## src/rtl/mdu_pkg.sv

```systemverilog
// mdu_pkg: op/state encodings and constants shared by the multiply/divide unit.
package mdu_pkg;
   typedef enum logic [2:0] {
      MULT    = 3'd0,
      MULTU   = 3'd1,
      DIV     = 3'd2,
      DIVU    = 3'd3,
      MTHI    = 3'd4,
      MTLO    = 3'd5,
      OP_RSV6 = 3'd6,
      OP_RSV7 = 3'd7
   } mdu_op_t;
   typedef enum logic {IDLE, RUN} mdu_state_t;
   localparam int          MDU_ITER = 32;
   localparam logic [31:0] DIV0_LO  = 32'hFFFF_FFFF;
endpackage

```

## src/rtl/mdu_divider.sv

```systemverilog
// mdu_divider: unsigned restoring divider, one quotient bit per cycle; valid marks the final step.
module mdu_divider
   import mdu_pkg::*;
(
   input  logic        clk,
   input  logic        reset,
   input  logic        load,
   input  logic [31:0] dividend,
   input  logic [31:0] divisor,
   output logic [31:0] quotient,
   output logic [31:0] remainder,
   output logic        valid
);
   logic        active;
   logic [4:0]  cnt;
   logic [31:0] q, r, d;
   logic [32:0] trial;
   // quotient/remainder are the values after the step taken at the next edge
   assign trial     = {r, q[31]} - {1'b0, d};
   assign quotient  = {q[30:0], ~trial[32]};
   assign remainder = trial[32] ? {r[30:0], q[31]} : trial[31:0];
   assign valid     = active && cnt == 5'(MDU_ITER - 1);
   always_ff @(posedge clk) begin
      if (reset) begin
         active <= 1'b0;
         cnt    <= '0;
      end else if (load) begin
         active <= 1'b1;
         cnt    <= '0;
         q      <= dividend;
         r      <= '0;
         d      <= divisor;
      end else if (active) begin
         q      <= quotient;
         r      <= remainder;
         cnt    <= cnt + 5'd1;
         active <= !valid;
      end
   end
endmodule

```

## src/rtl/mdu_hilo.sv

```systemverilog
// mdu_hilo: iterative multiply/divide unit owning the HI/LO registers.
// Define MDU_FAST_MULT_EN for single-cycle MULT/MULTU; divide stays iterative.
module mdu_hilo
   import mdu_pkg::*;
#(
   parameter int ITER_CYCLES = MDU_ITER
) (
   input  logic        clk,
   input  logic        reset,
   input  logic        start,
   input  mdu_op_t     op,
   input  logic [31:0] rs_data,
   input  logic [31:0] rt_data,
   output logic        busy,
   output logic        done,
   output logic [31:0] hi,
   output logic [31:0] lo
);
   mdu_state_t  state;
   mdu_op_t     op_q;
   logic [4:0]  cnt;
   logic        neg_q, neg_r, div0_q;
   logic [31:0] src_q, mplier, quot, rem, a_mag, b_mag, q_s, r_s;
   logic [63:0] acc, mcand, prod, prod_s;
   logic        is_mul, is_div, sgn, a_neg, b_neg, accept, div_valid, last;
   assign is_mul = op == MULT || op == MULTU;
   assign is_div = op == DIV || op == DIVU;
   assign sgn    = op == MULT || op == DIV;
   assign a_neg  = sgn & rs_data[31];
   assign b_neg  = sgn & rt_data[31];
   assign a_mag  = a_neg ? -rs_data : rs_data;
   assign b_mag  = b_neg ? -rt_data : rt_data;
   assign accept = start && state == IDLE;
   assign busy   = state == RUN;
   assign prod   = acc + (mplier[0] ? mcand : 64'd0);
   assign prod_s = neg_q ? -prod : prod;
   assign q_s    = neg_q ? -quot : quot;
   assign r_s    = neg_r ? -rem : rem;
   assign last   = (op_q == DIV || op_q == DIVU) ? div_valid : cnt == 5'(ITER_CYCLES - 1);
`ifdef MDU_FAST_MULT_EN
   logic [63:0] fast_p, fast_s;
   assign fast_p = 64'(a_mag) * 64'(b_mag);
   assign fast_s = (a_neg ^ b_neg) ? -fast_p : fast_p;
`endif
   mdu_divider u_div (
      .clk       (clk),
      .reset     (reset),
      .load      (accept && is_div),
      .dividend  (a_mag),
      .divisor   (b_mag),
      .quotient  (quot),
      .remainder (rem),
      .valid     (div_valid)
   );
   // Operand capture runs every idle cycle; only the accepting edge's copy is consumed in RUN.
   always_ff @(posedge clk) begin
      if (reset) begin
         state <= IDLE;
         cnt   <= '0;
         done  <= 1'b0;
         hi    <= '0;
         lo    <= '0;
      end else begin
         done <= 1'b0;
         if (state == IDLE) begin
            op_q   <= op;
            neg_q  <= a_neg ^ b_neg;
            neg_r  <= a_neg;
            div0_q <= rt_data == '0;
            src_q  <= rs_data;
            acc    <= '0;
            mcand  <= {32'd0, a_mag};
            mplier <= b_mag;
            cnt    <= '0;
            if (start && op == MTHI) hi <= rs_data;
            if (start && op == MTLO) lo <= rs_data;
            if (start && (op == MTHI || op == MTLO)) done <= 1'b1;
`ifdef MDU_FAST_MULT_EN
            if (start && is_mul) begin
               {hi, lo} <= fast_s;
               done     <= 1'b1;
            end
            if (start && is_div) state <= RUN;
`else
            if (start && (is_mul || is_div)) state <= RUN;
`endif
         end else begin
            cnt    <= cnt + 5'd1;
            acc    <= prod;
            mcand  <= mcand << 1;
            mplier <= mplier >> 1;
            if (last) begin
               state    <= IDLE;
               done     <= 1'b1;
               {hi, lo} <= (op_q == MULT || op_q == MULTU) ? prod_s :
                           div0_q ? {src_q, DIV0_LO} : {r_s, q_s};
            end
         end
      end
   end
endmodule

```

## config.mk

```make
export PLATFORM = sky130hd
export DESIGN_NAME = mdu_hilo
export DESIGN_NICKNAME = d
export VERILOG_FILES = /design/src/rtl/mdu_pkg.sv /design/src/rtl/mdu_divider.sv /design/src/rtl/mdu_hilo.sv
export SDC_FILE = /design/constraint.sdc
export NUM_CORES = 1
export LEC_CHECK = 0
export ABC_AREA = 0
export BUFFER_PORTS_ARGS = -buffer_cell sky130_fd_sc_hd__buf_2
export CAP_MARGIN = 0
export CORE_MARGIN = 2
export CORE_UTILIZATION = 57
export DETAILED_ROUTE_END_ITERATION = 12
export PLACE_DENSITY = 0.75
export SLEW_MARGIN = 5
export SYNTH_ARGS = -nofsm -noshare
export SYNTH_HDL_FRONTEND = slang
export SYNTH_SLANG_ARGS = --single-unit
```

## constraint.sdc

```tcl
create_clock -name clk -period 5.33 [get_ports clk]
set_clock_uncertainty 0.05 [all_clocks]
set_input_delay 0.7995 -clock clk [delete_from_list [all_inputs] [get_ports clk]]
set_output_delay 0.7995 -clock clk [all_outputs]
set_load 0.005 [all_outputs]
```

Word level (Yosys, flattened, before mapping)
Cells that the tools add are included.
{ "op_classes": {"addsub": 9, "n_eq_ne": 11, "bitwise_logic": 6, "muxes": 29, "reduce_logical": 28} }
{ "op_table": {"columns": ["op", "n"], "rows": [
  ["2-to-1 mux 32 bit", 15],
  ["2-to-1 mux 64 bit", 4],
  ["negator 32 bit", 4],
  ["adder 64 bit", 1],
  ["negator 64 bit", 1],
  ["subtractor 33 x 32 -> 33 bit", 1],
  ["logical NOT 32 bit", 1],
  ["2-to-1 mux 31 bit", 1],
  ["equality test 3 x 2 -> 1 bit (second input constant)", 4],
  ["adder 5 x 1 -> 5 bit (second input constant)", 2],
  ["equality test 5 bit (second input constant)", 2],
  ["AND reduction 2 bit", 5],
  ["2-to-1 mux 1 bit", 9],
  ["logical AND 1 bit", 7],
  ["logical OR 1 bit", 7],
  ["equality test 3 x 1 -> 1 bit (second input constant)", 2],
  ["equality test 3 bit (second input constant)", 2],
  ["logical NOT 3 bit", 2],
  ["nonzero test 2 bit", 3],
  ["OR reduction 2 bit", 2],
  ["NOT 1 bit", 3],
  ["bitwise AND 1 bit", 2],
  ["inequality test 2 x 1 -> 1 bit (second input constant)", 1],
  ["logical NOT 1 bit", 1],
  ["bitwise XOR 1 bit", 1]
]} }
{ "word_totals": {"inputBits": 70, "register_bits": 371, "out_inout_bits": 66} }

Logic depth before layout (Yosys ltp)
Gate-level depths: netlist of the first run.
{ "depth": {"depth_word": 8, "ltp_mapped": 25, "ltp_nobuf": 23} }

Hierarchy
From an unflattened synthesis of the first run, not the netlist that was laid out.
{ "hier_totals": {"hier_cells": 2859, "area_unflattened_um2": 26609.3} }
{ "by_module_without_submodules": {"columns": ["module", "n_inst", "cells_each", "area_per_inst_um2"], "rows": [
  ["mdu_hilo", 1, 2283, 20210.6],
  ["mdu_divider", 1, 576, 6398.6]
]} }

Worst setup path after synthesis of the first run
Ideal clock, no wire load.
{ "synth_timing": {"path_kind": "input-to-reg", "start": "input reset", "end": "register hi[28]", "path_slack_ps": -424, "required_time_ps": 5128, "arrival_time_ps": 5551, "cell_stages": 6, "setup_ps": 152, "path_cell_list": "clkbuf_1 -> clkinv_1 -> nand2_1 -> nor2_1 -> o2111ai_1 -> o211ai_1"} }
{ "synth_lines": {"columns": ["element", "line", "source"], "rows": [
  ["start: declaration", "mdu_hilo.sv:9", "input logic reset,"],
  ["end signal: assignment", "mdu_hilo.sv:75", "if (start && op == MTHI) hi <= rs_data;"],
  ["end signal: assignment", "mdu_hilo.sv:95", "{hi, lo} <= (op_q == MULT || op_q == MULTU) ? prod_s :"],
  ["end: declaration", "mdu_hilo.sv:16", "output logic [31:0] hi,"]
]} }

Worst setup path after layout of the first run
{ "layout_timing": {"start": "register mplier[0]", "end": "register hi[8]"} }
{ "layout_between": {"elab_chain_cells": 7} }
{ "layout_lines": {"columns": ["element", "line", "source"], "rows": [
  ["start: declaration", "mdu_hilo.sv:23", "logic [31:0] src_q, mplier, quot, rem, a_mag, b_mag, q_s, r_s;"],
  ["start signal: assignment", "mdu_hilo.sv:73", "mplier <= b_mag;"],
  ["start signal: assignment", "mdu_hilo.sv:91", "mplier <= mplier >> 1;"],
  ["2-to-1 mux 64 bit (*)", "mdu_hilo.sv:35", "assign prod = acc + (mplier[0] ? mcand : 64'd0);"],
  ["adder 64 bit (*)", "mdu_hilo.sv:35", null],
  ["negator 64 bit", "mdu_hilo.sv:36", "assign prod_s = neg_q ? -prod : prod;"],
  ["2-to-1 mux 64 bit (*)", "mdu_hilo.sv:36", null],
  ["2-to-1 mux 64 bit (*)", "mdu_hilo.sv:95", null],
  ["2-to-1 mux 32 bit (*)", "mdu_hilo.sv:92", "if (last) begin"],
  ["2-to-1 mux 32 bit (*)", "mdu_hilo.sv:65", "if (state == IDLE) begin"]
]} }
Mark *: on every way between the ends. The rest lies on a longest branch, timed or not. The select of a mux whose other input is x is not followed.
A chain may end at the register's enable or synchronous reset.

==> results.md, run 1 <==
* Final Max Tran Viols at 0
* Clock power frac at 35.2%
* Logic gate share of total power at 25.0%
* Top_reg_cell synth: edfxtp_1
* ANT nets after route at 0
* Setup TNS at 0 ns
* Commonest non-fill, non-tap cell in the layout: nor2_1
* Tmin final at 5.142 ns
* Number of synthesized register bits at 370
* Clock sinks at 370
* Layout cells sized above 1 at 14.27%
* All-Layer GR Usage at 37.00%
* Critical path depth at 18
* Max Fanout on Critical Path at 11
* Cell Int Power at 5783 uW
* R2R depth at 18
* Drt initial violations at 3025
* Max frequency at 194.5 MHz
* Hold Crit Class: in2reg
* CP cell instances: buf_4 -> and2_1 -> fa_1 -> a21o_1 -> a31o_4 -> a2111oi_0 -> buf_4 -> o211ai_1 -> nor4b_1 -> buf_4 -> nor3_1 -> nand3b_1 -> nor2_1 -> nand3_2 -> o21ai_0 -> xnor2_1 -> o21ai_0 -> o22ai_1
* Routed WL at 93.30 mm
* Initial Util at 57.69%
* Placed wire-length estimate at 70.38 mm
* Result of the run: complete, no violations
* FP Rows at 79
* Post-Syn Area per Cell at 8.959 sq um
* RD Place Congestion at 0.9756
* Worst skew pair latency at 0.60 ns
* Die area at 48870 sq um
* Setup crit end kind: flop
* Io pins at 136
* DR WL met2 at 40.89 mm
* Die Ht at 221.1 um
* Max-cap violations at 0
* Sw Pwr at 2799 uW
* Worst r2r src: mplier[0]$_DFFE_PN_
* Vias post-DR at 25030
* Num CTS Buffers at 43
* Cell mode on critical path: buf_4
* Hold Crit Start: rt_data[0]
* Routed wire length per instance at 24.85 um
* Placed inst area at 28430 sq um
* CTS Hold Bufs at 0
* Synth warn at 0
* CP Buf/Inv Count at 3
* Total gr overflow at 0
* Port Buffers at 135
* CTS Root Cell: clkbuf_16
* Gate family responsible for the most delay along the worst path: compound AO/OA/AOI/OAI gates
* Critical Path RT at 5.73 ns
* Top Metal Used: met4
* Sequential share of power at 39.8%
* R2R Path End: hi[8]$_SDFFE_PP0P_
* Final period utilization at 96.47%
* Largest net degree at the start of global routing at 168
* Ys async rst share at 0%
* Vias per cell at 6.667
* Commonest cells after routing, fill and taps aside: nor2_1, edfxtp_1, nand2_1
* Worst-path clk slew at 0.06 ns
* Layout Nets at 3288
* Post-Syn Area at 26860 sq um
* Max VDD drop at 0.2962 mV
* Crit. Startpoint: mplier[0]$_DFFE_PN_
* CP Launch Type: flop
* Critical Path Sink: hi[8]$_SDFFE_PP0P_
* Critical Path AT at 5.54 ns
* Post-route cell area at 29970 sq um
* Post-synthesis sequential area ratio at 38.50%
* RSZ-0062 raised after global routing: true
* # setup viols final at 0
* Met1 Wirelength at 39.51 mm
* Post-layout util at 64.37%
* Sw Ratio at 32.62%
* First-pass iteration count of the detailed router at 7
* Largest stage delay, worst path at 0.51 ns
* Htree depth at 2
* Worst slew pin tran at 1.388 ns
* Layout Cells excl Fill at 3754
* Longest Clk Path Bufs at 3
* Number of flops mapped to enable cells by yosys at 293
* First-pass GRT wire length at 141.2 mm
* Die X at 221.1 um
* Syn_nets at 3174
* Post-synthesis cell type count at 108
* CTS tree: yes
* Crit Path Class: reg2reg
* CP max stage cell: a2111oi_0
* # DRC at 0
* Metal3 WL at 9.484 mm
* Final Hold Viols at 0
* Initial antenna violation count at 1
* Layout area overhead at 11.57%
* Pwr/cell area at 286.4 nW/um^2
* Core box area at 46560 sq um
* DP Cell Count at 3673
* Cell count after synthesis at 2998
* Slew HR at 7.497%
* Leakage power at 0.01130 uW
* R2R Setup Slk at 0.19 ns
* Vias in the first global route at 23660
==> layer usage <==
metal	global-route usage (%)	vias up
met1	52.58	12090
met3	7.476	192
met4	12.77	0
met2	56.27	1370
met5	0	-
li1	-	11380
==> worst reg2reg max path, stage by stage (launching register included) <==
cell and delay [ns]:
edfxtp_1 0.44, buf_4 0.20, and2_1 0.17, fa_1 0.42, a21o_1 0.24, a31o_4 0.30
a2111oi_0 0.52, buf_4 0.22, o211ai_1 0.09, nor4b_1 0.16, buf_4 0.16, nor3_1 0.13
nand3b_1 0.16, nor2_1 0.36, nand3_2 0.31, o21ai_0 0.30, xnor2_1 0.18, o21ai_0 0.44
o22ai_1 0.17
==> cells in the mapped netlist (32+ instances only) <==
| library cell | instances | area [sq um] |
|---|---|---|
| o21ai_0 | 162 | 810.8 |
| nor2_1 | 319 | 1197 |
| xnor2_1 | 153 | 1340 |
| ha_1 | 104 | 1301 |
| and2_1 | 159 | 994.7 |
| nand2_1 | 254 | 953.4 |
| nand4_1 | 42 | 262.8 |
| nand3_1 | 39 | 195.2 |
| xor2_1 | 83 | 727.0 |
| dfxtp_1 | 77 | 1541 |
| mux2_2 | 36 | 405.4 |
| mux2i_1 | 32 | 320.3 |
| a211oi_1 | 45 | 337.8 |
| nor3_1 | 89 | 445.4 |
| o31ai_1 | 32 | 240.2 |
| inv_1 | 78 | 292.8 |
| o221ai_1 | 32 | 280.3 |
| a21oi_1 | 230 | 1151 |
| or3_1 | 38 | 237.7 |
| edfxtp_1 | 293 | 8798 |
| a21o_1 | 36 | 270.3 |
| clkbuf_1 | 131 | 491.7 |
==> power by group through the flow <==
stage          sequential, uW  clock [uW]  combinational (uW)
2_1_floorplan            3420           0                1390
3_3_place_gp             3470           0                2030
3_5_place_dp             3470           0                2060
4_1_cts                  3410        3030                2080
5_1_grt                  3430        3140                2290
6_report                 3420        3020                2140
==> per-stage QoR <==
| stage | setup WS, ns | power [uW] | hold slack, ns |
|---|---|---|---|
| final | 0.1880 | 8582 | 0.3862 |
| after global routing | -0.07007 | 8857 | 0.3892 |
| after CTS | 0.05848 | 8520 | 0.3689 |
| after detailed placement | 0.05610 | 5533 | 0.3902 |
| after global placement | 0.1687 | 5499 | 0.3805 |
| after floorplan | 0.04694 | 4810 | 0.3676 |
==> worst min-delay path by stage <==
stage	to	slack, ns	cells past startpoint
2_1_floorplan	cnt[0]$_SDFF_PP0_	0.37	1
3_3_place_gp	cnt[0]$_SDFF_PP0_	0.38	1
3_5_place_dp	cnt[0]$_SDFF_PP0_	0.39	1
4_1_cts	u_div.d[0]$_DFFE_PP_	0.37	1
5_1_grt	u_div.d[0]$_DFFE_PP_	0.39	1
6_report	u_div.d[0]$_DFFE_PP_	0.39	1
==> logic make-up after synthesis <==
logic type	count (synthesis)	synth area share [%]
AO/OA/AOI/OAI	853	21.59
buffers and inverters	257	3.946
adder cells (fa/ha/maj)	106	4.994
AND/OR/NAND/NOR	1107	20.49
multiplexers	68	2.702
flip-flops	370	38.50
XOR/XNOR	237	7.780
==> layout make-up <==
class | instances | area [sq um]
Timing Repair Buffer | 244 | 1519
Clock buffer | 59 | 1207
Fill cell | 3836 | 16590
Inverter | 82 | 315.3
Antenna cell | 1 | 2.502
Multi-Input combinational cell | 2371 | 15620
Tap cell | 607 | 759.5
Sequential cell | 370 | 10340
Clock inverter | 20 | 203.9
==> state kept, by name (all words and copies together), names as in the netlist, 32 cells and up <==
register and cells:
u_div.d 32, mplier 32, mcand 64, hi 32, u_div.q 32, u_div.r 32
src_q 32, acc 64, lo 32
==> repair_timing <==
action	CTS	global route
setup buffers	0	1
gates resized for setup	0	26
endpoints found under the setup margin	0	27
Note: power is estimated with default switching activity, not from simulation.
==> inputs of run 2 (changes only) <==
Settings changed: CORE_ASPECT_RATIO set to 1.75.
==> results.md, run 2 (synthesis results as in run 1) <==
* Result of the run: complete, no violations
* Die Ht at 291.2 um (+32%)
* Critical Path AT at 5.61 ns (+0.07 ns)
* Vias in the first global route at 24740 (+4.6%)
* Num CTS Buffers at 38 (-12%)
* Total gr overflow at 0 (unchanged)
* Leakage power at 0.01139 uW (+0.86%)
* Placed wire-length estimate at 73.59 mm (+4.6%)
* Setup TNS at 0 ns (unchanged)
* Total power at 8332 uW (-2.9%)
* Tmin final at 5.191 ns (+0.04866 ns)
* Layout area overhead at 12.09%
* Final Max Tran Viols at 0 (unchanged)
* First-pass GRT wire length at 141.9 mm (+0.47%)
* Hold Crit Class: in2reg
* ANT nets after route at 0 (unchanged)
* Worst slew pin tran at 1.190 ns (-0.1979 ns)
* Crit. Startpoint: u_div.r[4]$_SDFFCE_PP0P_
* R2R Setup Slk at 0.14 ns (-0.05 ns)
* CP Launch Type: flop
* Drt initial violations at 2176 (-28%)
* DP Cell Count at 3683 (+0.27%)
* R2R depth at 21 (+3)
* # setup viols final at 0 (unchanged)
* First-pass iteration count of the detailed router at 6 (-1)
* Commonest non-fill, non-tap cell in the layout: nor2_1
* Critical Path Sink: hi[24]$_SDFFE_PP0P_
* Htree depth at 2 (unchanged)
* Hold WS at 0.3960 ns (+0.009791 ns)
* Routed wire length per instance at 25.24 um (+1.5%)
* Max-cap violations at 0 (unchanged)
* # DRC at 0 (unchanged)
* Io pins at 136 (unchanged)
* Max frequency at 192.7 MHz (-0.94%)
* Layout Cells excl Fill at 3762 (+0.21%)
* Setup crit end kind: flop
* Max Fanout on Critical Path at 8 (-3)
* Crit Path Class: reg2reg
* Routed WL at 94.94 mm (+1.8%)
* Final Hold Viols at 0 (unchanged)
* Largest net degree at the start of global routing at 153 (-8.9%)
* All-Layer GR Usage at 37.88% (+0.89 points)
* Die X at 168.1 um (-24%)
* Layout fillers at 4008 (+4.5%)
* Top Registers: acc x64, mcand x64
* Post-placement setup slack at -0.4051 ns (-0.4612 ns)
* RSZ-0062 raised after global routing: true
* Die area at 48940 sq um (+0.14%)
* Initial Util at 57.43% (-0.26 points)
* Slew HR at 20.51% (+13 points)
* Layout cells sized above 1 at 15.26% (+0.99 points)
* Vias per cell at 6.540 (-1.9%)
* Core box area at 46770 sq um (+0.46%)
* Worst r2r src: u_div.r[4]$_SDFFCE_PP0P_
* Critical Path RT at 5.75 ns (+0.02 ns)
* RD Place Congestion at 1.032 (+5.8%)
* Worst skew pair latency at 0.57 ns (-0.03 ns)
* Initial antenna violation count at 10 (+9)
* Pwr/cell area at 276.8 nW/um^2 (-3.4%)
* FP Rows at 105 (+33%)
* CTS Root Cell: clkbuf_16
* Final period utilization at 97.39% (+0.91 points)
* CTS tree: yes
* Final worst setup slack at 0.1394 ns (-0.04866 ns)
* Longest Clk Path Bufs at 3 (unchanged)
* Layout Nets at 3312 (+0.73%)
* Commonest cells after routing, fill and taps aside: nor2_1, edfxtp_1, nand2_1
* Worst-path clk slew at 0.06 ns (about the same)
* Port Buffers at 135 (unchanged)
* Max VDD drop at 0.2976 mV (+0.47%)
* Clock sinks at 370 (unchanged)
* R2R Path End: hi[24]$_SDFFE_PP0P_
* Vias post-DR at 24610 (-1.7%)
run 2: where the power goes:
part / switching (uW) / internal, uW / leakage (uW)
logic: 1380 / 782 / 0.00730
clock network: 1200 / 1570 / 0.000618
registers: 95.4 / 3310 / 0.00347
run 2: metal layers:
metal	share of wire, %	vias to the layer above	wire length [um]	track usage [%]
met5	0.043	-	41	0
met4	10	6	9579	32.36
li1	-	11390	-	-
met1	35	11780	32850	39.89
met3	6.0	375	5652	5.547
met2	49	1052	46820	65.98
run 2: how the worst min path moves through the flow:
stage / start / endpoint / slack (ns) / depth (start not counted)
floorplan: cnt[0]$_SDFF_PP0_ / cnt[0]$_SDFF_PP0_ / 0.37 / 1
global placement: cnt[0]$_SDFF_PP0_ / cnt[0]$_SDFF_PP0_ / 0.38 / 1
detailed placement: lo[1]$_SDFFE_PP0P_ / lo[1]$_SDFFE_PP0P_ / 0.40 / 2
CTS: rt_data[0] / u_div.d[0]$_DFFE_PP_ / 0.38 / 1
global route: rt_data[0] / u_div.d[0]$_DFFE_PP_ / 0.39 / 1
finish: rt_data[0] / u_div.d[0]$_DFFE_PP_ / 0.40 / 1
run 2: cell type report:
cell class	instances	area, sq um	share of cell area (%)
diodes	9	22.52	0.07481
well taps	588	735.7	2.444
clock buffers	54	1082	3.595
inverters	82	315.3	1.047
flip-flops and latches	370	10340	34.36
clock inverters	15	170.2	0.5652
repair buffers	273	1737	5.768
multi-input cells	2371	15700	52.15
run 2: through the flow:
step	area [sq um]	utilization, %
after detailed placement	28630	61.20
after CTS	29900	63.94
after global placement	28630	61.20
after floorplan	26860	-
after global routing	30100	64.35
final	30110	64.37
run 2: worst max-delay path: stages (launching register included):
cell and delay [ns]:
edfxtp_1 0.44, ha_1 0.41, a21oi_1 0.32, o21ai_0 0.16, o211ai_1 0.19, buf_4 0.18, a21oi_1 0.09, nor3_2 0.27
xnor2_2 0.20, inv_2 0.13, mux2i_2 0.21, ha_1 0.21, nand2_1 0.05, or4_1 0.56, buf_4 0.19, o41ai_2 0.35
buf_4 0.20, nand4_1 0.15, o21ai_1 0.18, xor2_1 0.29, o21ai_0 0.12, o22ai_1 0.15
run 2: repair_timing:
item,in CTS,in global routing
buffers inserted,1,0
hold buffers,0,0
setup endpoints to repair,15,24
pin swaps,1,2
gates cloned,0,0
resized for setup,4,45
